### src/rtl/crc_create.sv
// crc_create: bit-serial MSB-first CRC generator/checker.
// Raw LFSR remainder, no reflection, no output XOR.
module crc_create #(
  parameter int               WIDTH    = 8,
  parameter logic [WIDTH-1:0] POLY     = WIDTH'(8'h07),
  parameter logic [WIDTH-1:0] INIT_VAL = '0
) (
  input  logic             clk,
  input  logic             rst,
  input  logic             bit_in,
  input  logic             init,
  input  logic             enable,
  output logic [WIDTH-1:0] crc
);

  if (WIDTH < 3 || WIDTH > 32) begin : g_bad_width
    $error("crc_create: WIDTH must be 3..32");
  end

  logic             fb;
  logic [WIDTH-1:0] shifted;

  assign fb      = crc[WIDTH-1] ^ bit_in;
  assign shifted = {crc[WIDTH-2:0], 1'b0} ^ (fb ? POLY : '0);

  // CRC register: reset/init reload, else shift one bit when enabled
  always_ff @(posedge clk or posedge rst) begin
    if (rst) begin
      crc <= INIT_VAL;
    end else if (init) begin
      crc <= INIT_VAL;
    end else if (enable) begin
      crc <= shifted;
    end
  end

endmodule

### config.mk
export PLATFORM = sky130hd
export DESIGN_NAME = crc_create
export DESIGN_NICKNAME = d
export VERILOG_FILES = /design/src/rtl/crc_create.sv
export SDC_FILE = /design/constraint.sdc
export NUM_CORES = 1
export LEC_CHECK = 0
export BUFFER_PORTS_ARGS = -buffer_cell sky130_fd_sc_hd__buf_2
export CAP_MARGIN = 0
export CORE_AREA = 2 2 39 41
export CTS_CLUSTER_DIAMETER = 80
export DETAILED_ROUTE_END_ITERATION = 16
export DIE_AREA = 0 0 41 43
export PLACE_DENSITY = 0.5
export SYNTH_ARGS = -nofsm -noshare
export SYNTH_HDL_FRONTEND = slang
export SYNTH_SLANG_ARGS = --single-unit
### constraint.sdc
create_clock -name clk -period 2.3 [get_ports clk]
set_input_delay 0.115 -clock clk [delete_from_list [all_inputs] [get_ports clk]]
set_output_delay 0.115 -clock clk [all_outputs]
set_load 0.05 [all_outputs]
==> flow_metrics.env, run 1 <==
export IMPL_regMostFlops="crc"
export IMPL_total_power_uw=310
export IMPL_portBuffers=12
export IMPL_syn_num_nets=38
export IMPL_grt_pass1_vias=250
export IMPL_fin_crit_sh_pct=51.7
export IMPL_yosys_top_cells_area="dfrtp_1, mux2i_1, nor2_1"
export IMPL_io_pins=13
export IMPL_numCtsBuffers=3
export IMPL_vias_per_cell=4.62
export IMPL_grt_ovfl_total=0
export IMPL_grt_start_max_net_pins=12
export IMPL_grt_usage_pct=10.3
export IMPL_finClkSkew_ps=4.66
export IMPL_fin_cells=63
export IMPL_num_vias=291
export IMPL_synthToLayoutAreaGrowth_pct=25.6
export IMPL_holdCritPathClass="in2reg"
export IMPL_min_period_ps=1190
export IMPL_critPathCaptureType="flop"
export IMPL_num_rows=14
export IMPL_antenna_found_initial=0
export IMPL_clk_pin_slew_worst_paths_ps=60
export IMPL_reg_largest_list="crc (8)"
export IMPL_arrival_ps=1350
export IMPL_tritoncts="done"
export IMPL_setup_violations=0
export IMPL_grt_first_pass_wirelength_um=1190
export IMPL_fin_ws_ps=1110
export IMPL_drc=0
export IMPL_drt_pass1_iterations=4
export IMPL_synth_seq_cells=8
export IMPL_relSlewSlack_pct=78.8
export IMPL_power_density_mw_per_mm2=655
export IMPL_core_mm2=0.00138
export IMPL_start_kind="flop"
export IMPL_place_gp_congestion=0.647
export IMPL_cts_resized=0
export IMPL_slew_viol_final=0
export IMPL_syn_area_um2=377
export IMPL_holdWs_ps=156
export IMPL_rsz0062_at_grt="false"
export IMPL_status="finished, final reports clean"
export IMPL_initial_utilization_pct=27.2
export IMPL_synth_largest_area_cell="dfrtp_1"
export IMPL_finalHoldViolCount=0
export IMPL_avgSynthCellArea_um2=11.4
export IMPL_leakage_uw=0.000253
export IMPL_drv_cap=0
export IMPL_synthCells=33
export IMPL_diodes=0
export IMPL_insertion_delay_ps=250
export IMPL_required_ps=2460
export IMPL_post_place_ws_ps=1110
export IMPL_worst_pin_slew_ps=318
export IMPL_numClockSinks=8
export IMPL_synth_top_cell_area_share_pct=53.2
export IMPL_critPathKind="reg2reg"
export IMPL_drtAntennaViolNets=0
export IMPL_largest_register_ffs=8
export IMPL_cts_setup_buffers=0
export IMPL_ys_seq_area_share_pct=53.2
export IMPL_dp_hpwl_um=532
export IMPL_fmax_mhz=840
export IMPL_htreeDepth=1
export IMPL_chipWidth_um=41
export IMPL_fillers=159
export IMPL_dieHeight_um=43
export IMPL_place_inst=59
export IMPL_drive_above_1_share_pct=34.0
export IMPL_ys_types=16
export IMPL_ir_worst_vdd_v=0.000238
export IMPL_yosys_warnings=0
export IMPL_wl_per_cell_um=11.5
export IMPL_worst_path_max_fanout=4
export IMPL_fin_nets=54
export IMPL_dieArea_mm2=0.00176
export IMPL_root_buffer="clkbuf_4"
export IMPL_cts_path_max_buffers=2
export IMPL_drt_iter0_drc=3
export IMPL_wirelength_um=724
export IMPL_tns_ps=0
[critical path, cell delays in order (launching register included)]
cell      delay (ps)
dfrtp_1          420
xnor2_1          180
or4_1            410
o311ai_1          90
[per-stage QoR]
| stage | utilization, % | instance area [um^2] |
|---|---|---|
| final | 34.2 | 473 |
| after global routing | 34.2 | 473 |
| after CTS | 34.2 | 473 |
| after detailed placement | 31.8 | 440 |
| after global placement | 31.8 | 440 |
| after floorplan | - | 377 |
[power breakdown]
| part | total, uW | switching (uW) | internal (uW) |
|---|---|---|---|
| combinational | 48.4 | 33.9 | 14.5 |
| sequential | 149 | 3.77 | 146 |
| clock | 112 | 51.9 | 60.0 |
[timing repair]
action | CTS | global route
endpoints found under the hold margin | 8 | 0
setup endpoints to repair | 0 | 0
hold buffers | 1 | 0
[synth_stat cells (all sizes together)]
cell and n:
xnor2 1, o211ai 1, buf 2, mux2i 5
or4 2, nor2 6, inv 2, dfrtp 8
nand4b 1, or2b 1, xor2 1, o311ai 1
a211oi 1, nand3b 1
[cells by family (layout without fill, tap and decap cells)]
group	after synthesis	in the layout	synth area share, %
AND/OR/NAND/NOR	11	11	16.3
flip-flops	8	8	53.2
multiplexers	5	5	13.3
buffers and inverters	4	18	6.31
AO/OA/AOI/OAI	3	3	6.31
XOR/XNOR	2	2	4.65
[layout make-up]
cell class	instances	area (um^2)	area share, %
flip-flops and latches	8	200	42.3
multi-input cells	21	153	32.3
repair buffers	13	70.1	14.8
clock buffers	3	22.5	4.76
well taps	16	20.0	4.23
inverters	2	7.51	1.59
[cell usage in the layout, fill, tap and decap left out]
cell / n
o211ai_1: 1
dfrtp_1: 8
xnor2_1: 1
or4_1: 2
clkbuf_4: 3
a211oi_1: 1
buf_2: 12
o311ai_1: 1
nand3b_1: 1
nor2_1: 6
dlygate4sd3_1: 1
mux2i_1: 5
xor2_1: 1
inv_1: 1
nand4b_1: 1
inv_2: 1
or2b_1: 1
[per-layer routing]
| layer | vias up | share of wire (%) | track usage (%) |
|---|---|---|---|
| met3 | 0 | 5.7 | 4.71 |
| met1 | 134 | 49 | 15.7 |
| met5 | - | 0 | 0 |
| met4 | 0 | 0 | 4.00 |
| li1 | 150 | - | - |
| met2 | 7 | 46 | 12.2 |
[worst paths after layout]
path / startpoint / endpoint / slack (ps) / cells after the start
setup / recovery: crc[7] / crc[2] / 1110 / 3
hold / removal: init / crc[4] / 160 / 2
setup reg to reg: crc[7] / crc[2] / 1110 / 3
hold reg to reg: crc[2] / crc[2] / 550 / 2
max in group asynchronous: rst / crc[7] / 1710 / 3
min in group asynchronous: rst / crc[2] / 350 / 3
(Power assumes the default switching activity.)
==> run 2: changes to the inputs <==
--- a/config.mk
+++ b/config.mk
@@ -11,7 +11,7 @@
 export CTS_CLUSTER_DIAMETER = 80
 export DETAILED_ROUTE_END_ITERATION = 16
 export DIE_AREA = 0 0 41 43
-export PLACE_DENSITY = 0.5
+export PLACE_DENSITY = 0.52
 export SYNTH_ARGS = -nofsm -noshare
 export SYNTH_HDL_FRONTEND = slang
 export SYNTH_SLANG_ARGS = --single-unit
==> constraint.sdc (replaced) <==
create_clock -name clk -period 1 [get_ports clk]
set_input_delay 0.05 -clock clk [delete_from_list [all_inputs] [get_ports clk]]
set_output_delay 0.05 -clock clk [all_outputs]
set_load 0.05 [all_outputs]
==> run 2 against run 1 <==
The flow now finishes with violations (negative setup slack). Setup slack got worse by 1200 ps. Clock skew increased by 8.7 ps. Global-route usage rose by 1.8 points. Design area rose by 17%. Highest routed layer is now met4.
==> flow_metrics.env, run 2 (synthesized netlist as in run 1, its figures left out) <==
export IMPL_post_place_ws_ps=-142
export IMPL_io_pins=13
export IMPL_drt_iter0_drc=2
export IMPL_violations="negative setup slack"
export IMPL_path_cells="xnor2_2, or4_1, o311ai_1"
export IMPL_grt_ovfl_total=0
export IMPL_cts_setup_buffers=0
export IMPL_start_kind="flop"
export IMPL_wl_per_cell_um=11.0
export IMPL_wirelength_um=756
export IMPL_critPathCaptureType="flop"
export IMPL_seq_power_share_pct=45.6
export IMPL_grt_pass1_vias=314
export IMPL_slew_viol_final=0
export IMPL_root_buffer="clkbuf_4"
export IMPL_regMostFlops="crc"
export IMPL_finClkSkew_ps=13.4
export IMPL_tns_ps=-287
export IMPL_reg_largest_list="crc (8)"
export IMPL_hold_depth=2
export IMPL_p_clk_share_pct=36.0
export IMPL_slowest_stage="dfrtp_2"
export IMPL_cp_slowest_stage_delay_ps=420
export IMPL_rsz0062_at_grt="true"
export IMPL_synthToLayoutAreaGrowth_pct=46.8
export IMPL_place_gp_congestion=0.634
export IMPL_grt_usage_pct=12.0
export IMPL_diodes=0
export IMPL_insertion_delay_ps=260
export IMPL_worst_pin_slew_ps=300
export IMPL_finalHoldViolCount=0
export IMPL_fin_ws_ps=-129
export IMPL_p_sw_share_pct=27.9
export IMPL_grt_start_max_net_pins=10
export IMPL_setup_violations=3
export IMPL_reg2regPathDepth=3
export IMPL_relSlewSlack_pct=80.0
export IMPL_postPlaceCellArea_um2=489
export IMPL_switching_power_uw=211
export IMPL_chipWidth_um=41
export IMPL_num_vias=317
export IMPL_num_rows=14
export IMPL_antenna_found_initial=0
export IMPL_vias_per_cell=4.59
export IMPL_fin_area_um2=553
export IMPL_status="finished, violations left"
export IMPL_arrival_ps=1300
export IMPL_final_common_cell="buf_2"
export IMPL_portBuffers=12
export IMPL_final_cell_mix="buf_2, nor2_1, mux2i_1, dfrtp_1"
export IMPL_drive_above_1_share_pct=49.1
export IMPL_fin_nets=59
export IMPL_numCtsBuffers=3
export IMPL_fin_crit_sh_pct=113
export IMPL_drc=0
export IMPL_htreeDepth=1
export IMPL_critPathKind="reg2reg"
export IMPL_grt_first_pass_wirelength_um=1340
export IMPL_dp_hpwl_um=585
export IMPL_min_period_ps=1130
export IMPL_cts_path_max_buffers=2
export IMPL_leakage_uw=0.000284
export IMPL_fin_cells=69
export IMPL_drv_cap=0
export IMPL_power_density_mw_per_mm2=1370
export IMPL_clk_pin_slew_worst_paths_ps=60
export IMPL_core_mm2=0.00138
export IMPL_fmax_mhz=885
export IMPL_dieArea_mm2=0.00176
export IMPL_numClockSinks=8
export IMPL_intPower_uw=544
export IMPL_ir_worst_vdd_v=0.000915
export IMPL_dieHeight_um=43
export IMPL_fillers=151
export IMPL_worst_path_max_fanout=3
export IMPL_initial_utilization_pct=27.2
export IMPL_pwr_share_comb_pct=18.4
export IMPL_required_ps=1170
export IMPL_largest_register_ffs=8
export IMPL_drtAntennaViolNets=0
export IMPL_holdCritPathClass="in2reg"
export IMPL_drt_pass1_iterations=4
export IMPL_place_inst=64
export IMPL_tritoncts="done"
run 2: cell types whose count changed in the layout (fill, tap and decap cells not counted), moves of 2 or more:
cell     before  now
dfrtp_1       8    5
buf_6         0    2
buf_4         0    4
dfrtp_2       0    3
buf_2        12    9
run 2: layout make-up:
cell class	instances	area (um^2)	share of cell area (%)
inverter	2	7.51	1.36
clock buffer	4	26.3	4.75
multi-input combinational	21	165	29.9
timing repair buffer	18	130	23.5
tap	16	20.0	3.62
sequential	8	204	36.9
run 2: critical path, delay by kind of cell, from the launching register on:
kind,cells,cell delay (ps)
XOR/XNOR,1,140
flip-flops,1,420
AND/OR/NAND/NOR,1,390
AO/OA/AOI/OAI,1,80
run 2: timing repair:
item / CTS / global route
pin swaps: 2 / 0
setup endpoints to repair: 5 / 6
hold endpoints to repair: 8 / 0
hold buffers: 1 / 0
gates resized for setup: 5 / 3
run 2: layer usage:
layer / global-route usage [%] / share of wire (%)
met5: 0 / 0
met2: 15.3 / 46
met3: 7.85 / 7.8
met4: 8.00 / 2.8
met1: 14.1 / 43
run 2: worst paths after layout:
path                       startpoint  endpoint  slack (ps)
setup / recovery               crc[7]    crc[2]        -130
hold / removal                   init    crc[3]          20
setup reg to reg               crc[7]    crc[2]        -130
hold reg to reg                crc[6]    crc[7]         530
max in group asynchronous         rst    crc[0]         470
min in group asynchronous         rst    crc[3]         260
run 2: power groups by stage:
stage | registers [uW] | logic, uW | clock network [uW]
after global routing | 346 | 151 | 303
after CTS | 344 | 136 | 285
after floorplan | 390 | 46.8 | 0
after detailed placement | 350 | 126 | 0
final | 345 | 139 | 272
after global placement | 350 | 126 | 0
run 2: metrics by stage:
step	total power [uW]	hold WS, ps	utilization (%)
after floorplan	437	-135	-
after global placement	476	17.4	35.4
after detailed placement	476	9.50	35.4
after CTS	765	14.5	39.2
after global routing	800	21.7	40.0
final	755	16.5	40.0
